[config.mk]
export PLATFORM = sky130hd
export DESIGN_NAME = if_stage_flat
export DESIGN_NICKNAME = d
export VERILOG_FILES = /design/src/rtl/mips_pkg.sv /design/src/rtl/if_stage_if.sv /design/src/rtl/if_id_reg.sv /design/src/rtl/if_stage.sv /design/src/flat_wrapper.sv
export SDC_FILE = /design/constraint.sdc
export NUM_CORES = 1
export LEC_CHECK = 0
export CORE_ASPECT_RATIO = 0.6
export CORE_MARGIN = 1.5
export CORE_UTILIZATION = 48
export CTS_CLUSTER_DIAMETER = 100
export CTS_CLUSTER_SIZE = 25
export DETAILED_ROUTE_END_ITERATION = 10
export PLACE_DENSITY = 0.81
export REMOVE_ABC_BUFFERS = 1
export SETUP_SLACK_MARGIN = 0.02
export SYNTH_ARGS = -nofsm -noshare
export SYNTH_HDL_FRONTEND = slang
export SYNTH_HIERARCHICAL = 1
export SYNTH_SLANG_ARGS = --single-unit
[constraint.sdc]
create_clock -name clk -period 2.7 [get_ports clk]
set_clock_uncertainty 0.05 [all_clocks]
set_input_delay 0.27 -clock clk [delete_from_list [all_inputs] [get_ports clk]]
set_output_delay 0.27 -clock clk [all_outputs]
set_load 0.005 [all_outputs]
[src/rtl/mips_pkg.sv]
// Shared types and constants for the MIPS fetch front end.
package mips_pkg;

  localparam int PC_WIDTH = 32;
  localparam int INSTR_W  = 32;

  // All-zero word doubles as the MIPS NOP (sll $0,$0,0).
  localparam logic [INSTR_W-1:0] INSTR_NOP = 32'h0000_0000;

  typedef enum logic [1:0] {
    S_BOOT = 2'd0,
    S_RUN  = 2'd1,
    S_HALT = 2'd2
  } fetch_state_t;

  typedef struct packed {
    logic                valid;
    logic [INSTR_W-1:0]  instr;
    logic [PC_WIDTH-1:0] pc4;
  } ifid_t;

  // Contents of IF/ID when it holds no real instruction.
  localparam ifid_t IFID_BUBBLE = '{valid: 1'b0, instr: INSTR_NOP, pc4: '0};

  // A byte target that is not on a word boundary.
  function automatic logic is_misaligned(input logic [PC_WIDTH-1:0] addr);
    return addr[1:0] != 2'b00;
  endfunction

endpackage

[src/rtl/if_stage_if.sv]
// Bundle of the fetch stage's control, memory and IF/ID signals.
interface if_stage_if;
  import mips_pkg::*;

  logic                stall;
  logic                redirect_valid;
  logic [PC_WIDTH-1:0] redirect_pc;
  logic                halt;
  logic [PC_WIDTH-1:0] imem_addr;
  logic [INSTR_W-1:0]  imem_data;
  logic                ifid_valid;
  logic [INSTR_W-1:0]  ifid_instr;
  logic [PC_WIDTH-1:0] ifid_pc4;
  logic [31:0]         fetch_count;
  logic                err_misaligned;

  // The fetch stage drives the memory address and the IF/ID view.
  modport master (
    input  stall, redirect_valid, redirect_pc, halt, imem_data,
    output imem_addr, ifid_valid, ifid_instr, ifid_pc4, fetch_count, err_misaligned
  );

  // Hazard unit, EX, instruction memory and decode sit on this side.
  modport slave (
    output stall, redirect_valid, redirect_pc, halt, imem_data,
    input  imem_addr, ifid_valid, ifid_instr, ifid_pc4, fetch_count, err_misaligned
  );

endinterface

[src/rtl/if_id_reg.sv]
// IF/ID pipeline register: flush beats load, otherwise the contents are held.
module if_id_reg
  import mips_pkg::*;
(
  input  logic  clk,
  input  logic  rst_n,
  input  logic  i_load,
  input  logic  i_flush,
  input  ifid_t i_d,
  output ifid_t o_q
);

  ifid_t r_q;

  // Capture a fetched word, insert a bubble, or hold for decode.
  always_ff @(posedge clk or negedge rst_n) begin
    if (!rst_n) begin
      r_q <= IFID_BUBBLE;
    end else if (i_flush) begin
      r_q <= IFID_BUBBLE;
    end else if (i_load) begin
      r_q <= i_d;
    end
  end

  assign o_q = r_q;

endmodule

[src/rtl/if_stage.sv]
// Instruction-fetch stage: PC, next-PC selection, boot/run/halt FSM and
// delivered-instruction counter, feeding the IF/ID register.
module if_stage
  import mips_pkg::*;
#(
  parameter logic [PC_WIDTH-1:0] RESET_PC = 32'h0000_0000,
  parameter logic [PC_WIDTH-1:0] PC_STEP  = 32'd4
)(
  input  logic        clk,
  input  logic        rst_n,
  if_stage_if.master  bus
);

  fetch_state_t        r_state;
  logic [PC_WIDTH-1:0] r_pc;
  logic [31:0]         r_fetch_count;
  logic                r_err_misaligned;

  logic [PC_WIDTH-1:0] w_pc_next_seq;
  logic [PC_WIDTH-1:0] w_redirect_target;
  logic                w_capture;
  logic                w_flush;
  ifid_t               w_ifid_d;
  ifid_t               w_ifid_q;

  assign w_pc_next_seq     = r_pc + PC_STEP;
  assign w_redirect_target = bus.redirect_pc & ~32'h3;

  // A capture happens only on a plain running edge; redirect, stall and halt all win over it.
  assign w_capture = !bus.redirect_valid && !bus.stall && (r_state == S_RUN) && !bus.halt;

  // Wrong-path flush on redirect; bubble on entering or sitting in halt unless decode stalls.
  assign w_flush = bus.redirect_valid ||
                   (!bus.stall && (((r_state == S_RUN) && bus.halt) || (r_state == S_HALT)));

  assign w_ifid_d = '{valid: 1'b1, instr: bus.imem_data, pc4: w_pc_next_seq};

  if_id_reg u_if_id_reg (
    .clk     (clk),
    .rst_n   (rst_n),
    .i_load  (w_capture),
    .i_flush (w_flush),
    .i_d     (w_ifid_d),
    .o_q     (w_ifid_q)
  );

  // Fetch FSM with PC, counter and sticky error, resolved in redirect > stall > halt > advance order.
  always_ff @(posedge clk or negedge rst_n) begin
    if (!rst_n) begin
      r_state          <= S_BOOT;
      r_pc             <= RESET_PC;
      r_fetch_count    <= 32'd0;
      r_err_misaligned <= 1'b0;
    end else if (bus.redirect_valid) begin
      r_pc <= w_redirect_target;
      if (is_misaligned(bus.redirect_pc)) begin
        r_err_misaligned <= 1'b1;
      end
      r_state <= (r_state == S_HALT) ? S_HALT : S_RUN;
    end else if (!bus.stall) begin
      case (r_state)
        S_BOOT: begin
          r_state <= bus.halt ? S_HALT : S_RUN;
        end
        S_RUN: begin
          if (bus.halt) begin
            r_state <= S_HALT;
          end else begin
            r_pc          <= w_pc_next_seq;
            r_fetch_count <= r_fetch_count + 32'd1;
          end
        end
        S_HALT: begin
          if (!bus.halt) begin
            r_state <= S_RUN;
          end
        end
        default: begin
          r_state <= S_BOOT;
        end
      endcase
    end
  end

  assign bus.imem_addr      = r_pc;
  assign bus.ifid_valid     = w_ifid_q.valid;
  assign bus.ifid_instr     = w_ifid_q.instr;
  assign bus.ifid_pc4       = w_ifid_q.pc4;
  assign bus.fetch_count    = r_fetch_count;
  assign bus.err_misaligned = r_err_misaligned;

endmodule

[src/flat_wrapper.sv]
// flat-port wrapper written by rule: the top's interface ports become plain ports
module if_stage_flat import mips_pkg::*;
#(
  parameter logic [PC_WIDTH-1:0] RESET_PC = 32'h0000_0000,
  parameter logic [PC_WIDTH-1:0] PC_STEP  = 32'd4
)
  (clk, rst_n, bus_stall, bus_redirect_valid, bus_redirect_pc, bus_halt, bus_imem_data, bus_imem_addr, bus_ifid_valid, bus_ifid_instr, bus_ifid_pc4, bus_fetch_count, bus_err_misaligned);
  if_stage_if bus_i ();
  input  logic clk;
  input  logic rst_n;
  input wire logic [$bits(bus_i.stall)-1:0] bus_stall;
  input wire logic [$bits(bus_i.redirect_valid)-1:0] bus_redirect_valid;
  input wire logic [$bits(bus_i.redirect_pc)-1:0] bus_redirect_pc;
  input wire logic [$bits(bus_i.halt)-1:0] bus_halt;
  input wire logic [$bits(bus_i.imem_data)-1:0] bus_imem_data;
  output wire logic [$bits(bus_i.imem_addr)-1:0] bus_imem_addr;
  output wire logic [$bits(bus_i.ifid_valid)-1:0] bus_ifid_valid;
  output wire logic [$bits(bus_i.ifid_instr)-1:0] bus_ifid_instr;
  output wire logic [$bits(bus_i.ifid_pc4)-1:0] bus_ifid_pc4;
  output wire logic [$bits(bus_i.fetch_count)-1:0] bus_fetch_count;
  output wire logic [$bits(bus_i.err_misaligned)-1:0] bus_err_misaligned;
  assign bus_i.stall = bus_stall;
  assign bus_i.redirect_valid = bus_redirect_valid;
  assign bus_i.redirect_pc = bus_redirect_pc;
  assign bus_i.halt = bus_halt;
  assign bus_i.imem_data = bus_imem_data;
  assign bus_imem_addr = bus_i.imem_addr;
  assign bus_ifid_valid = bus_i.ifid_valid;
  assign bus_ifid_instr = bus_i.ifid_instr;
  assign bus_ifid_pc4 = bus_i.ifid_pc4;
  assign bus_fetch_count = bus_i.fetch_count;
  assign bus_err_misaligned = bus_i.err_misaligned;
  if_stage #(.RESET_PC(RESET_PC), .PC_STEP(PC_STEP)) u_core (.clk(clk), .rst_n(rst_n), .bus(bus_i));
endmodule
==> impl_metrics.yaml <==
timing:
  fin_crit_ns: 2.35
  max_freq_mhz: 425
  finalHoldViolCount: 0
  worst_slack_ns: 0.349
  post-route-period-util_pct: 87.1
  max-slew-margin-rel_pct: 62.0
  drv_slew: 0
  tightest_slew_ns: 0.569
  hold_ws_ns: 0.258
  rsz0062_at_grt: "false"
  setup_viol: 0
clocking:
  cts_setup_buffers: 0
  htreeDepth: 4
  cts_tree: "done"
  insertion_delay_ns: 0.41
  cts_made_buffers: 17
  clock_sink_count: 130
  clk_pin_slew_ns: 0.06
  ctsResizeCount: 0
  clockBufferDepth: 2
  cts_root_buf: "clkbuf_16"
  postCtsHoldBufs: 1
detailed_routing:
  vias: 5766
  wl_per_cell_um: 18.1
  drt_pass1_iterations: 5
  topRoutingLayerUsed: "met4"
  viasPerCell: 5.59
  antenna_left: 0
  drt-met1-wl_um: 8560
  met2WireLength_um: 8380
  drt-total-wl_um: 18700
  route.met3.wl_um: 1610
  dr.first_iter.drc_count: 473
  drc_errors: 0
yosys:
  async_flop_share_pct: 100
  synth-edff-count: 0
  yosys.area.top_type: "dfrtp_1"
  yosys.cell_count.top_type: "dfrtp_1"
  synthTopCellsByArea: "dfrtp_1 (49%), mux2i_1 (9.9%), xnor2_1 (5.5%), nor2_1 (5.4%), xor2_1 (3.7%)"
  syn_area_mm2: 0.00665
  yosysSeqAreaShare_pct: 48.9
  synth_top_flop_cell: "dfrtp_1"
  postSynthCellCount: 649
  ys_warn_count: 6
  syn_area_per_cell_um2: 10.2
  synth_common_cells: "dfrtp_1 (130), nor2_1 (95), mux2i_1 (66), nand2_1 (42), xnor2_1 (42)"
  ys_types: 50
  synth_top_area_share_pct: 48.9
  ys_seq_elements: 130
worst_setup_path:
  crit_arrival_ns: 2.64
  path_class: "register to register"
  worst_setup_path_start_kind: "register"
  worst-endpoint-required_ns: 2.99
  end_kind: "register"
  crit_fanout: 12
floorplan:
  fp-row-count: 33
  design.core.area_mm2: 0.0136
  initial_core_util_pct: 48.9
  die_x_um: 155
  ios: 199
  die-area_mm2: 0.0146
  die_h_um: 94.2
global_routing:
  grt-ovfl-total: 0
  grt_pass1_wl_um: 29300
  grt_usage_pct: 26.0
  antenna_found_initial: 0
  grt_max_degree: 98
  grt_pass1_vias: 5632
placed_design:
  gp_congestion: 0.883
  pre_cts_ws_ns: 0.0989
  placed_cell_area_mm2: 0.00875
  portBuffers: 196
  hpwl_um: 13000
  dp.cells: 998
run:
  maxCapViolCount: 0
cells_and_area:
  final_cell_area_mm2: 0.00936
  diodes: 0
  drive_above_1_share_pct: 7.94
  fin_cells: 1031
  post-route-util_pct: 68.9
  finalNetCount: 914
  area_growth_pct: 40.7
pwr:
  ir_drop_uv: 469
  cellPowerDensity_mw_per_mm2: 567
  p_leak_uw: 0.00378
min_path:
  hp-class: "primary input to async pin"
run_status:
  status: "finished, final reports clean"
==> per-stage QoR <==
| stage | total power [uW] | setup TNS [ns] |
|---|---|---|
| 2_1_floorplan | 2520 | -126.89 |
| 3_3_place_gp | 2990 | 0 |
| 3_5_place_dp | 3030 | 0 |
| 4_1_cts | 5340 | 0 |
| 5_1_grt | 5520 | 0 |
| 6_report | 5310 | 0 |
==> per-layer routing <==
metal / global-route usage (%) / vias up
met4: 7.45 / 0
met2: 39.3 / 277
met3: 7.61 / 12
li1: - / 2668
met5: 0 / -
met1: 36.2 / 2809
==> flip-flops by register name, summed over array words and instances, names as in the netlist <==
register                   count
u_core/u_if_id_reg/o_q        65
u_core/bus.fetch_count        32
u_core/bus.imem_addr          30
u_core/r_state                 2
u_core/bus.err_misaligned      1
==> kinds of logic after synthesis <==
logic type / Yosys count / synth area share (%)
multiplexers: 68 / 10.3
AO/OA/AOI/OAI: 54 / 5.29
flip-flops: 130 / 48.9
other: 2 / 0.113
buffers and inverters: 55 / 4.86
XOR/XNOR: 70 / 9.22
AND/OR/NAND/NOR: 268 / 20.9
adder cells (fa/ha/maj): 2 / 0.376
==> cells in the final DEF, fill, tap and decap left out, types with 2 or more instances in the layout <==
cell	instances
clkdlybuf4s50_1	195
nand4_1	27
and4_1	9
nand3_1	21
buf_4	16
nor4_1	9
xor2_1	28
mux2_2	2
inv_1	10
or3_1	5
a21oi_1	2
nor3_1	14
a221o_1	2
nor2_1	95
ha_1	2
and2_1	2
clkinv_4	3
clkbuf_16	17
a31oi_1	12
mux2i_1	66
nand2b_1	4
clkinvlp_4	4
nand2_1	42
buf_12	3
and3_1	13
conb_1	5
o21ai_0	19
o41ai_1	3
bufinv_16	2
xnor2_1	42
or4_1	9
o31ai_1	8
dfrtp_1	130
inv_6	4
nor3_2	8
==> power by group <==
| part | leakage (uW) | total (uW) | switching (uW) | internal, uW |
|---|---|---|---|---|
| Sequential | 0.00171 | 2230 | 179 | 2050 |
| Combinational | 0.00179 | 779 | 350 | 430 |
| Clock | 0.000277 | 2300 | 901 | 1400 |
==> final cells by class <==
class                      instances  area [um2]
multi-input combinational        467        3100
sequential                       130        3250
clock buffer                      19         443
timing repair buffer             216        2150
inverter                          11        42.5
tap                              175         219
clock inverter                    13         151
fill                            1013        4230
==> worst max-delay path, cell delays in order, from the launching register on <==
cell     delay [ns]
dfrtp_1        0.43
or4b_1         0.57
or4_4          0.69
nor4_2         0.36
xor2_1         0.18
==> path summary, 6_finish.rpt <==
kind,startpoint,to,slack [ns],cells past startpoint
min reg2reg,u_core/bus.fetch_count[31],u_core/bus.fetch_count[31],0.42,1
min in group clk,bus_redirect_pc[18],u_core/bus.imem_addr[18],0.39,3
max reg2reg,u_core/r_state[1],u_core/bus.fetch_count[27],0.35,4
min,rst_n,u_core/bus.imem_addr[20],0.26,2
max in group asynchronous,rst_n,u_core/bus.imem_addr[15],1.49,3
max,u_core/r_state[1],u_core/bus.fetch_count[27],0.35,4
No activity file was read; power rests on OpenSTA's default activity.
